==> config.mk <==
export PLATFORM = sky130hd
export DESIGN_NAME = b_bop_iter
export DESIGN_NICKNAME = d
export VERILOG_FILES = /design/src/rtl/b_bop_iter.sv
export SDC_FILE = /design/constraint.sdc
export NUM_CORES = 1
export LEC_CHECK = 0
export BUFFER_PORTS_ARGS = -buffer_cell sky130_fd_sc_hd__clkbuf_2
export CORE_AREA = 3 3 144 146
export DETAILED_ROUTE_END_ITERATION = 12
export DIE_AREA = 0 0 147 149
export GPL_TIMING_DRIVEN = 0
export PLACE_DENSITY = 0.68
export SYNTH_ARGS = -nofsm -noshare
export SYNTH_HDL_FRONTEND = slang
export SYNTH_SLANG_ARGS = --single-unit
==> constraint.sdc <==
create_clock -name clock -period 3.6 [get_ports clock]
set_input_delay 0.72 -clock clock [delete_from_list [all_inputs] [get_ports clock]]
set_output_delay 0.72 -clock clock [all_outputs]
set_load 0.05 [all_outputs]
==> src/rtl/b_bop_iter.sv <==
// ---------------------------------------------------------------------------
// b_bop_iter -- iterative sequencer around the bitwise ternary-LUT operator.
//
// b_bop (combinational):
//   rd, rs1, rs2 : XLEN-bit operands
//   lut          : 8-bit truth table; result[i] = lut[{rd[i], rs1[i], rs2[i]}]
//   result       : XLEN-bit output
//
// b_bop_iter (sequential):
//   clock, reset : single clock, asynchronous active-high reset
//   flush        : synchronous kill of any in-flight operation
//   req_*        : request port (valid/ready), operands, lut and count N
//   rsp_*        : response port (valid/ready) carrying the final accumulator
//   busy         : high whenever the sequencer is not idle
//
// Handshake: a transfer happens on a rising edge where valid && ready are both
// high. The producer holds valid and its payload until that edge; ready may
// change freely. rsp_result is held stable while rsp_valid && !rsp_ready.
//
// Operation: on accept, acc takes bop(req_rd, rs1, rs2, lut) (or req_rd when
// N == 0); every further cycle applies acc <= bop(acc, rs1, rs2, lut) until N
// applications are done, then the accumulator is presented on the response.
// ---------------------------------------------------------------------------

module b_bop #(
    parameter int XLEN = 32
) (
    input  logic [XLEN-1:0] rd,
    input  logic [XLEN-1:0] rs1,
    input  logic [XLEN-1:0] rs2,
    input  logic [7:0]      lut,
    output logic [XLEN-1:0] result
);

    always_comb begin
        result = '0;
        for (int i = 0; i < XLEN; i++) begin
            result[i] = lut[{rd[i], rs1[i], rs2[i]}];
        end
    end

endmodule

module b_bop_iter #(
    parameter int XLEN = 32,
    parameter int CW   = 4
) (
    input  logic            clock,
    input  logic            reset,
    input  logic            flush,
    input  logic            req_valid,
    output logic            req_ready,
    input  logic [XLEN-1:0] req_rd,
    input  logic [XLEN-1:0] req_rs1,
    input  logic [XLEN-1:0] req_rs2,
    input  logic [7:0]      req_lut,
    input  logic [CW-1:0]   req_count,
    output logic            rsp_valid,
    input  logic            rsp_ready,
    output logic [XLEN-1:0] rsp_result,
    output logic            busy
);

    typedef enum logic [1:0] {
        IDLE = 2'd0,
        RUN  = 2'd1,
        DONE = 2'd2
    } state_t;

    // Current FSM state; kept as a named signal so checkers can bind to it.
    state_t state;
    state_t state_n;

    logic [XLEN-1:0] acc;
    logic [XLEN-1:0] acc_n;
    logic [CW-1:0]   cnt;
    logic [CW-1:0]   cnt_n;
    logic [XLEN-1:0] rs1_q;
    logic [XLEN-1:0] rs2_q;
    logic [7:0]      lut_q;
    logic            latch_ops;

    logic [XLEN-1:0] bop_rd;
    logic [XLEN-1:0] bop_rs1;
    logic [XLEN-1:0] bop_rs2;
    logic [7:0]      bop_lut;
    logic [XLEN-1:0] bop_out;

    // In IDLE the operator sees the live request so the accepting edge already
    // performs the first application; afterwards it sees acc and the latched
    // operands.
    assign bop_rd  = (state == IDLE) ? req_rd  : acc;
    assign bop_rs1 = (state == IDLE) ? req_rs1 : rs1_q;
    assign bop_rs2 = (state == IDLE) ? req_rs2 : rs2_q;
    assign bop_lut = (state == IDLE) ? req_lut : lut_q;

    b_bop #(
        .XLEN (XLEN)
    ) u_bop (
        .rd     (bop_rd),
        .rs1    (bop_rs1),
        .rs2    (bop_rs2),
        .lut    (bop_lut),
        .result (bop_out)
    );

    always_comb begin
        state_n   = state;
        acc_n     = acc;
        cnt_n     = cnt;
        latch_ops = 1'b0;
        req_ready = 1'b0;
        rsp_valid = 1'b0;

        case (state)
            IDLE: begin
                // req_ready depends only on state and flush, never on rsp_ready.
                req_ready = !flush;
                if (req_valid && !flush) begin
                    latch_ops = 1'b1;
                    acc_n     = (req_count == '0) ? req_rd : bop_out;
                    if (req_count > CW'(1)) begin
                        // cnt counts the applications still to do in RUN.
                        cnt_n   = req_count - CW'(1);
                        state_n = RUN;
                    end else begin
                        state_n = DONE;
                    end
                end
            end

            RUN: begin
                if (flush) begin
                    state_n = IDLE;
                end else begin
                    acc_n = bop_out;
                    if (cnt == CW'(1)) begin
                        // Last application; cnt is left at 1 rather than
                        // stepped down to 0.
                        state_n = DONE;
                    end else begin
                        cnt_n = cnt - CW'(1);
                    end
                end
            end

            DONE: begin
                rsp_valid = 1'b1;
                // A flush together with rsp_ready still counts as consumed;
                // either way the sequencer returns to IDLE.
                if (flush || rsp_ready) begin
                    state_n = IDLE;
                end
            end

            default: begin
                state_n = IDLE;
            end
        endcase
    end

    always_ff @(posedge clock or posedge reset) begin
        if (reset) begin
            state <= IDLE;
            acc   <= '0;
            cnt   <= '0;
            rs1_q <= '0;
            rs2_q <= '0;
            lut_q <= '0;
        end else begin
            state <= state_n;
            acc   <= acc_n;
            cnt   <= cnt_n;
            if (latch_ops) begin
                rs1_q <= req_rs1;
                rs2_q <= req_rs2;
                lut_q <= req_lut;
            end
        end
    end

    assign rsp_result = acc;
    assign busy       = (state != IDLE);

endmodule
; Word-level counts from Yosys, hierarchy flattened
; Cells that the tools add are included.
[word_totals]
inputBits = 113
elab_cells = 147
out_inout_bits = 35
regBits = 110
[op_classes]
order_cmp = 33
n_eq_ne = 9
mux = 87
n_addsub = 2
n_reduce_logical = 10
[ops]
columns = operator, count
row1 = $mux W32, 6
row2 = $lt A3 B4 Y1 const B, 32
row3 = $bmux W1 S3, 32
row4 = $pmux W32 S2, 1
row5 = $mux W1, 36
row6 = $mux W4, 4
row7 = $mux W2, 5
row8 = $mux W8, 1
row9 = $pmux W4 S2, 1
row10 = $sub A4 B1 Y4 const B, 2
row11 = $ne A2 B2 Y1 const B, 3
row12 = $pmux W2 S3, 1
row13 = $reduce_and A3 Y1, 2
row14 = $reduce_and A5 Y1, 1
row15 = $eq A4 B1 Y1 const B, 1
row16 = $gt A4 B1 Y1 const B, 1
row17 = $logic_not A4 Y1, 1
row18 = $ne A2 B1 Y1 const B, 2
row19 = $reduce_bool A2 Y1, 2
row20 = $ne A3 B3 Y1 const B, 1
row21 = $eq A2 B1 Y1 const B, 1
row22 = $eq A2 B2 Y1 const B, 1
row23 = $logic_not A2 Y1, 1
row24 = $logic_and A1 B1 Y1, 1
row25 = other kinds (2), 2

; Depth between registers and ports, before layout
; Gate-level depths: netlist of run 1.
[depth]
word_depth = 7
mapped_depth = 7
ltp_nobuf = 6

; By module
; A second synthesis of run 1 with hierarchy kept.
[unflattened]
cells_unflattened = 797
hier_area_um2 = 7902.6
[by_module_without_submodules]
columns = module, cells_each, area_each_um2, seq_area_each_um2, instances
row1 = b_bop_iter, 677, 5886.9, 2752.6, 1
row2 = b_bop, 120, 2015.7, 0.0, 1

; Least setup slack after synthesis of run 1
; Ideal clock, no wire load.
[synth_timing]
path_kind = input port to flip-flop
start = in flush
end = reg lut_q[0]
arrival_ps = 2255
path_stages = 5
n_path_buf = 2
required_time_ps = 3472
setup_time_ps = 128
path_slack_ps = 1217
path_cell_list = nor3_2 and2_1 buf_2 buf_4 mux2_1
[synth_between]
elab_chain_len = 4
[synth_lines]
columns = item, line
row1 = "start, declared", 50  ; input logic flush,
row2 = $logic_not A1 Y1, 119  ; if (req_valid && !flush) begin
row3 = $logic_and A1 B1 Y1, 119
row4 = $mux W1, 119
row5 = $mux W1, 115  ; case (state)
row6 = "end signal, assigned", 177  ; lut_q <= req_lut;
row7 = "end, declared", 80  ; logic [7:0] lut_q;
; No other way between the ends.
; A chain may end at the register's enable or synchronous reset.

; Final worst setup path of run 1
[layout_timing]
start = in req_count[0]
end = reg acc[0], in the netlist rsp_result[0]
[layout_between]
elab_chain_len = 4
[layout_lines]
columns = item, line
row1 = "start, declared", 57  ; input logic [CW-1:0] req_count,
row2 = $logic_not A4 Y1, 121  ; acc_n = (req_count == '0) ? req_rd : bop_out;
row3 = $mux W32, 121
row4 = $mux W32, 119
row5 = $pmux W32 S2, 115
row6 = "end signal, assigned", 172  ; acc <= acc_n;
row7 = "end, declared", 74  ; logic [XLEN-1:0] acc;
; No other way between the ends. The select of a mux whose other input is x is not followed.

==> results.toml, run 1 <==
[timing]
period_needed_ns = 2.18
post-route-period-util = 0.606
final_hold_viol_count = 0
whs_ns = 0.487
fmax_mhz = 458
worst_pin_slew_ns = 0.817
rsz0062_at_grt = "no"
fin_setup_tns_ns = 0
drv_slew = 0
worst_slack_ns = 1.42
relSlewSlack = 0.454
setup_viol = 0
clock_skew_ns = 0.00741

[global_routing]
grt_pass1_wl_mm = 40.1
gr-total-overflow = 0
first_global_vias = 6941
grt_antenna_before_repair = 1
grt_use_total = 0.239
grt_max_degree = 38

[clock_tree]
cts.sinks = 110
cts_buffer_depth = 2
cts_tree = "yes"
cts_resized = 0
hold_buffers = 0
root_buffer = "clkbuf_16"
h-tree-depth = 3
clkSlewWorstSetupHoldPaths_ns = 0.07
cts_buffers = 9
cts_setup_buffers = 0
clk_latency_ns = 0.36

[detailed_routing]
drcViolationCount = 0
wire_per_inst_um = 24.5
drtIter0Drc = 490
antenna_left = 0
wirelength_mm = 26.0
vias = 6638
drt_first_pass_iters = 4
via_per_inst = 6.26

[flow_run]
drv_cap = 0

[logic_synthesis]
ys.flop_type = "dfrtp_1"
postSynthAreaPerCell_um2 = 13.9
ys_warn_count = 0
synth_area_mm2 = 0.00875
syn_nets = 746
ys_ff_latch = 110
synth-edff-count = 0
syn_inst = 628
ys_types = 40
ys_seq_area_frac = 0.315
synth-async-reset-ratio = 1.00

[hold_path]
hp-class = "input port to asynchronous set/reset pin"

[setup_path]
critPathKind = "input port to flip-flop"
timing.rr.end = "rsp_result[0]"
r2r_setup_slack_ns = 1.43
critical_path.max_fanout = 10
worstPathRequired_ns = 3.88
worstSetupEndpointType = "flip-flop"
r2r_start = "state[1]"
r2r_cells = 5
endpoint = "rsp_result[0]"
crit_path_start = "req_count[0]"
worstPathArrival_ns = 2.46
startpoint_type = "input port"

[die]
coreArea_mm2 = 0.0195
dieWidth_um = 147
die_h_um = 149
io_pins = 148
start_util = 0.448
die_area_mm2 = 0.0219
rows = 51

[finish]
drive_gt1_frac = 0.475
syn2layout_area_growth_pct = 16.6
nets = 907

[power]
ir_worst_vdd_mv = 0.202
leakagePower_nw = 4.13
p_per_area_mw_per_mm2 = 523

[placement]
io_buffers = 147
place.gp.congestion = 0.857
hpwl_mm = 18.3
dp_slack_ns = 1.03

[outcome]
outcome = "complete, no violations"
## per-stage QoR
step | cells | instance area (um2) | util | power (mW)
global placement | 1040 | 9820 | 0.503 | 4.25
floorplan | 628 | 8750 | - | 3.64
detailed placement | 1043 | 9890 | 0.507 | 4.30
CTS | 1059 | 10200 | 0.522 | 5.35
global route | 1060 | 10200 | 0.522 | 5.60
finish | 1060 | 10200 | 0.522 | 5.33
## cell families after synthesis
logic type                 synth area share
AOI/OAI and AO/OA                     0.115
xor gates and xnor gates            0.00200
adders and majority gates           0.00715
buffers and inverters                0.0410
DFF                                   0.315
muxes                                 0.460
and+or+nand+nor                      0.0602
## layer usage
layer	track usage	share of wire	wire length (um)	vias up
met5	0	0	0	-
met4	0.108	0.032	833	0
met3	0.0562	0.091	2370	62
met2	0.376	0.47	12200	383
met1	0.318	0.41	10600	3349
li1	-	-	-	2844
## report_power, final
part	total, mW	leakage (nW)	internal, mW	switching, mW
registers	1.90	1.32	1.56	0.339
clock network	1.05	0.142	0.561	0.488
logic	2.39	2.67	1.09	1.30
total	5.33	4.13	3.21	2.13
## critical path, cell delays in order
cell and delay, ns:
clkbuf_2 0.13, inv_1 0.09, ha_1 0.14, or3b_4 0.40, nor4b_4 0.52, buf_6 0.27, a22oi_2 0.10, o211ai_2 0.07
## cell usage after synthesis, types with 2 or more instances
| cell | count | area [um2] |
|---|---|---|
| nor2_1 | 42 | 158 |
| buf_4 | 7 | 52.6 |
| clkbuf_1 | 57 | 214 |
| mux2i_1 | 33 | 330 |
| o21ai_0 | 34 | 170 |
| ha_1 | 5 | 62.6 |
| nor4_1 | 2 | 12.5 |
| a22oi_2 | 29 | 363 |
| buf_2 | 5 | 25.0 |
| o211ai_1 | 2 | 15.0 |
| xor2_1 | 2 | 17.5 |
| dfrtp_1 | 110 | 2750 |
| nor3_1 | 2 | 10.0 |
| a22oi_1 | 3 | 22.5 |
| buf_6 | 4 | 45.0 |
| nand3_1 | 2 | 10.0 |
| mux4_2 | 128 | 2880 |
| o211ai_2 | 30 | 375 |
| nor3_2 | 2 | 20.0 |
| a2bb2oi_1 | 2 | 17.5 |
| and2_1 | 32 | 200 |
| mux2_1 | 72 | 811 |
| inv_1 | 6 | 22.5 |
## placed cells by master, fill, tap and decap left out, types with 9 or more instances in the layout
cell,count
clkbuf_2,147
mux4_2,128
dfrtp_1,110
mux2_1,72
clkbuf_1,58
nor2_1,42
o21ai_0,34
mux2i_1,33
and2_1,32
o211ai_2,30
a22oi_2,29
clkbuf_16,9
## state kept, by name (all words and copies together) (netlist names)
| signal | cells |
|---|---|
| cnt | 4 |
| lut_q | 8 |
| rs1_q | 32 |
| rs2_q | 32 |
| rsp_result | 32 |
| state | 2 |
## how the worst min path moves through the flow
stage / start / to / slack (ns) / cells past startpoint
6_report: reset / rsp_result[24] / 0.49 / 2
4_1_cts: reset / rsp_result[23] / 0.50 / 2
5_1_grt: reset / rs1_q[24] / 0.56 / 2
2_1_floorplan: rs1_q[27] / rs1_q[27] / 0.50 / 1
3_3_place_gp: rs1_q[0] / rs1_q[0] / 0.51 / 1
3_5_place_dp: rs1_q[0] / rs1_q[0] / 0.52 / 1
## cell type report
type / instances / area (um2)
Fill cell: 1698 / 9330
Clock buffer: 11 / 243
Sequential cell: 110 / 2750
Timing Repair Buffer: 150 / 811
Inverter: 6 / 26.3
Buffer: 73 / 337
Antenna cell: 1 / 2.50
Multi-Input combinational cell: 439 / 5640
Tap cell: 265 / 332
Clock inverter: 5 / 58.8
(Power assumes the default switching activity.)
==> run 2, diff against run 1 <==
- PLACE_DENSITY: 0.68 -> 0.65
- clock period: 3.6 -> 2.2 ns (I/O delays scaled with it)
==> results.toml, run 2 (synthesis results as in run 1) <==
[setup_path]
r2r_cells = 6
crit_family = "buffers and inverters"
worstSetupEndpointType = "flip-flop"
path_cells = "or3b_1 -> clkbuf_1 -> clkbuf_1 -> nor2_1 -> a22oi_2 -> o211ai_2"
startpoint_type = "flip-flop"
r2r_setup_slack_ns = 0.11
critPathKind = "flip-flop to flip-flop"
worstPathRequired_ns = 2.43
r2r_start = "state[1]"
critical_path.max_fanout = 10
worstPathArrival_ns = 2.32
slowest_stage = "clkbuf_1"
crit_path_frequent_cell = "clkbuf_1"
max_stage_delay_ns = 0.56
cp.buffers_inverters = 2
timing.rr.end = "rsp_result[1]"

[clock_tree]
cts_buffers = 9
clkSlewWorstSetupHoldPaths_ns = 0.08
h-tree-depth = 3
cts.sinks = 110
cts_tree = "yes"
cts_buffer_depth = 2
root_buffer = "clkbuf_16"
cts_setup_buffers = 0
clk_latency_ns = 0.36

[finish]
syn2layout_area_growth_pct = 16.1
drive_gt1_frac = 0.477
stdcell_count = 1058
final_common_cell = "clkbuf_2"
regArea_mm2 = 0.00275
fillers = 1687
post-route-util = 0.520
mostFrequentLayoutCells = "clkbuf_2 (147), mux4_2 (128), dfrtp_1 (110), mux2_1 (72), clkbuf_1 (57)"
diodes = 0
nets = 906
multi_input_area_mm2 = 0.00565

[detailed_routing]
drtIter0Drc = 475
drcViolationCount = 0
via_per_inst = 6.42
drt_first_pass_iters = 4
wirelength_mm = 27.3
antenna_left = 0
wire_per_inst_um = 25.8
vias = 6793

[hold_path]
hp-class = "input port to asynchronous set/reset pin"

[timing]
post-route-period-util = 0.951
fmax_mhz = 478
period_needed_ns = 2.09
relSlewSlack = 0.433
worst_pin_slew_ns = 0.849
clock_skew_ns = 0.00618
final_hold_viol_count = 0
setup_viol = 0
worst_slack_ns = 0.108
drv_slew = 0
rsz0062_at_grt = "no"

[global_routing]
met1_usage = 0.316
grt_use_total = 0.248
gr-usage-met3 = 0.0593
grt_max_degree = 43
first_global_vias = 7411
gr-total-overflow = 0
grt_antenna_before_repair = 0
met2_usage = 0.418
grt_busiest_layer = "met2"
grt_pass1_wl_mm = 41.7

[die]
dieWidth_um = 147
rows = 51
io_pins = 148
start_util = 0.448
coreArea_mm2 = 0.0195
die_area_mm2 = 0.0219
die_h_um = 149

[placement]
io_buffers = 147
dp_cells = 1042
dp_slack_ns = -0.0153
place.gp.congestion = 0.858
hpwl_mm = 19.2

[power]
power_frac_comb = 0.452
ir_worst_vdd_mv = 0.344
p_seq_frac = 0.360
pwr-share-clk = 0.187
p_per_area_mw_per_mm2 = 856
leakagePower_nw = 4.11
p_total_mw = 8.69
swShare = 0.409
internal_power_mw = 5.13
switchingPower_mw = 3.56

[outcome]
outcome = "complete, no violations"

[flow_run]
drv_cap = 0
[run 2: repair_timing]
action | 4_1_cts | 5_1_grt
hold endpoints to repair | 0 | 0
hold buffers | 0 | 0
gates resized for setup | 0 | 1
endpoints found under the setup margin | 0 | 8
[run 2: power groups by stage]
stage / Combinational [mW] / Sequential [mW] / Clock, mW
floorplan: 2.25 / 3.70 / 0
global placement: 3.81 / 3.10 / 0
detailed placement: 3.92 / 3.15 / 0
CTS: 3.92 / 3.11 / 1.65
global route: 4.15 / 3.20 / 1.75
finish: 3.93 / 3.13 / 1.63
[run 2: metal layers]
layer | wire length [um] | up-vias
li1 | - | 2845
met1 | 10800 | 3509
met2 | 13500 | 374
met3 | 2240 | 65
met4 | 794 | 0
met5 | 0 | -
[run 2: through the flow]
stage / hold WS (ns) / area, um2 / setup TNS, ns
after floorplan: 0.498 / 8760 / 0
after global placement: 0.506 / 9830 / -38.71
after detailed placement: 0.522 / 9870 / -0.0611
after CTS: 0.254 / 10100 / 0
after global routing: 0.276 / 10200 / 0
final: 0.234 / 10200 / 0
[run 2: worst reg2reg max path, stage by stage, from the launching register on]
cell	delay, ns
dfrtp_1	0.53
or3b_1	0.17
clkbuf_1	0.27
clkbuf_1	0.56
nor2_1	0.13
a22oi_2	0.20
o211ai_2	0.11
[run 2: area by class of cell]
cell class	count	area share
flip-flops and latches	110	0.271
clock inverters	6	0.00444
well taps	265	0.0327
inverters	6	0.00259
plain buffers	73	0.0331
repair buffers	149	0.0764
clock buffers	10	0.0235
multi-input cells	439	0.556
[run 2: how the worst max path moves through the flow]
| stage | depth (start not counted) | slack [ns] | end | start |
|---|---|---|---|---|
| global placement | 2 | -0.36 | rs1_q[2] | reset |
| global route | 5 | 0.005 | rsp_result[1] | state[0] |
| detailed placement | 8 | -0.02 | rsp_result[1] | req_count[0] |
| CTS | 5 | 0.06 | rsp_result[1] | state[1] |
| finish | 6 | 0.11 | rsp_result[1] | state[1] |
| floorplan | 6 | 0.22 | lut_q[0] | state[0] |
==> run 3, diff against run 2 <==
- CTS_BUF_LIST: unset -> sky130_fd_sc_hd__clkbuf_2 sky130_fd_sc_hd__clkbuf_4 sky130_fd_sc_hd__clkbuf_8
- MAX_ROUTING_LAYER: unset -> met4
==> results.toml, run 3 (synthesis results as in run 1) <==
[finish]
nets = 906
mostFrequentLayoutCells = "clkbuf_2 (147), mux4_2 (128), dfrtp_1 (110), mux2_1 (72), clkbuf_1 (57)"
syn2layout_area_growth_pct = 14.9
post-route-util = 0.515
fillers = 1698
drive_gt1_frac = 0.477
regArea_mm2 = 0.00275
multi_input_area_mm2 = 0.00565
diodes = 0
final_common_cell = "clkbuf_2"

[clock_tree]
cts_buffers = 9
cts_buffer_depth = 2
h-tree-depth = 3
root_buffer = "clkbuf_8"
hold_buffers = 0
cts_setup_buffers = 0
cts_tree = "yes"
cts_resized = 0
cts.sinks = 110
clk_latency_ns = 0.40
clkSlewWorstSetupHoldPaths_ns = 0.11

[global_routing]
grt_use_total = 0.257
first_global_vias = 7402
grt_max_degree = 43
grt_pass1_wl_mm = 41.7
gr-total-overflow = 0
grt_antenna_before_repair = 0

[timing]
fin_setup_tns_ns = 0
setup_viol = 0
whs_ns = 0.179
clock_skew_ns = 0.0144
period_needed_ns = 2.11
drv_slew = 0
relSlewSlack = 0.440
worst_slack_ns = 0.0872
post-route-period-util = 0.960
fmax_mhz = 473
final_hold_viol_count = 0
worst_pin_slew_ns = 0.838

[detailed_routing]
drtIter0Drc = 533
wire_per_inst_um = 25.9
top_layer_used = "met4"
drt_first_pass_iters = 6
met1_length_mm = 11.1
wirelength_mm = 27.4
route.met3.wl_mm = 2.09
drcViolationCount = 0
antenna_left = 0
via_per_inst = 6.44
routed-wl-met2_mm = 13.4
vias = 6815

[setup_path]
worstPathRequired_ns = 2.52
startpoint_type = "flip-flop"
slowest_stage = "o21ai_1"
r2r_start = "state[0]"
cp.buffers_inverters = 2
path_cells = "buf_6 -> o21ai_1 -> clkbuf_1 -> o21ai_0 -> o211ai_2"
timing.rr.end = "rsp_result[0]"
critPathKind = "flip-flop to flip-flop"
r2r_cells = 5
r2r_setup_slack_ns = 0.09
worstSetupEndpointType = "flip-flop"
critical_path.max_fanout = 10
crit_family = "compound AO/OA/AOI/OAI gates"
worstPathArrival_ns = 2.43
max_stage_delay_ns = 0.64

[die]
die_h_um = 149
die_area_mm2 = 0.0219
rows = 51
dieWidth_um = 147
coreArea_mm2 = 0.0195
io_pins = 148
start_util = 0.448

[power]
ir_worst_vdd_mv = 0.308
p_total_mw = 8.30
p_per_area_mw_per_mm2 = 825
leakagePower_nw = 4.06

[placement]
dp_slack_ns = -0.0153
io_buffers = 147
place.gp.congestion = 0.872
hpwl_mm = 19.2

[outcome]
outcome = "complete, no violations"

[flow_run]
drv_cap = 0

[hold_path]
hp-class = "input port to asynchronous set/reset pin"
==> run 3: final cells by class <==
| type | count | area share |
|---|---|---|
| sequential | 110 | 0.274 |
| clock inverter | 6 | 0.00448 |
| multi-input combinational | 439 | 0.562 |
| buffer | 73 | 0.0335 |
| inverter | 6 | 0.00261 |
| timing repair buffer | 149 | 0.0772 |
| tap | 265 | 0.0330 |
| clock buffer | 10 | 0.0137 |
==> run 3: metal layers <==
metal,vias up,GRT usage
met2,368,0.418
met5,-,-
met4,0,0.0946
li1,2844,-
met1,3549,0.324
met3,54,0.0495
==> run 3: where the power goes <==
group	leakage [nW]	switching [mW]	internal [mW]
Sequential	1.32	0.577	2.55
Clock	0.0853	0.783	0.450
Combinational	2.66	2.16	1.78
==> run 3: worst max-delay path by stage <==
stage	from	end	slack, ns	cells past startpoint
after floorplan	state[0]	lut_q[0]	0.22	6
after global placement	reset	rs1_q[2]	-0.36	2
after detailed placement	req_count[0]	rsp_result[1]	-0.02	8
after CTS	state[1]	rsp_result[3]	0.05	5
after global routing	state[1]	rsp_result[0]	-0.00009	6
final	state[0]	rsp_result[0]	0.09	5
==> run 3: metrics by stage <==
step           instances  cell area [um2]
6_report            1058            10100
5_1_grt             1058            10100
4_1_cts             1058            10000
3_5_place_dp        1042             9870
3_3_place_gp        1040             9830
2_1_floorplan        628             8760
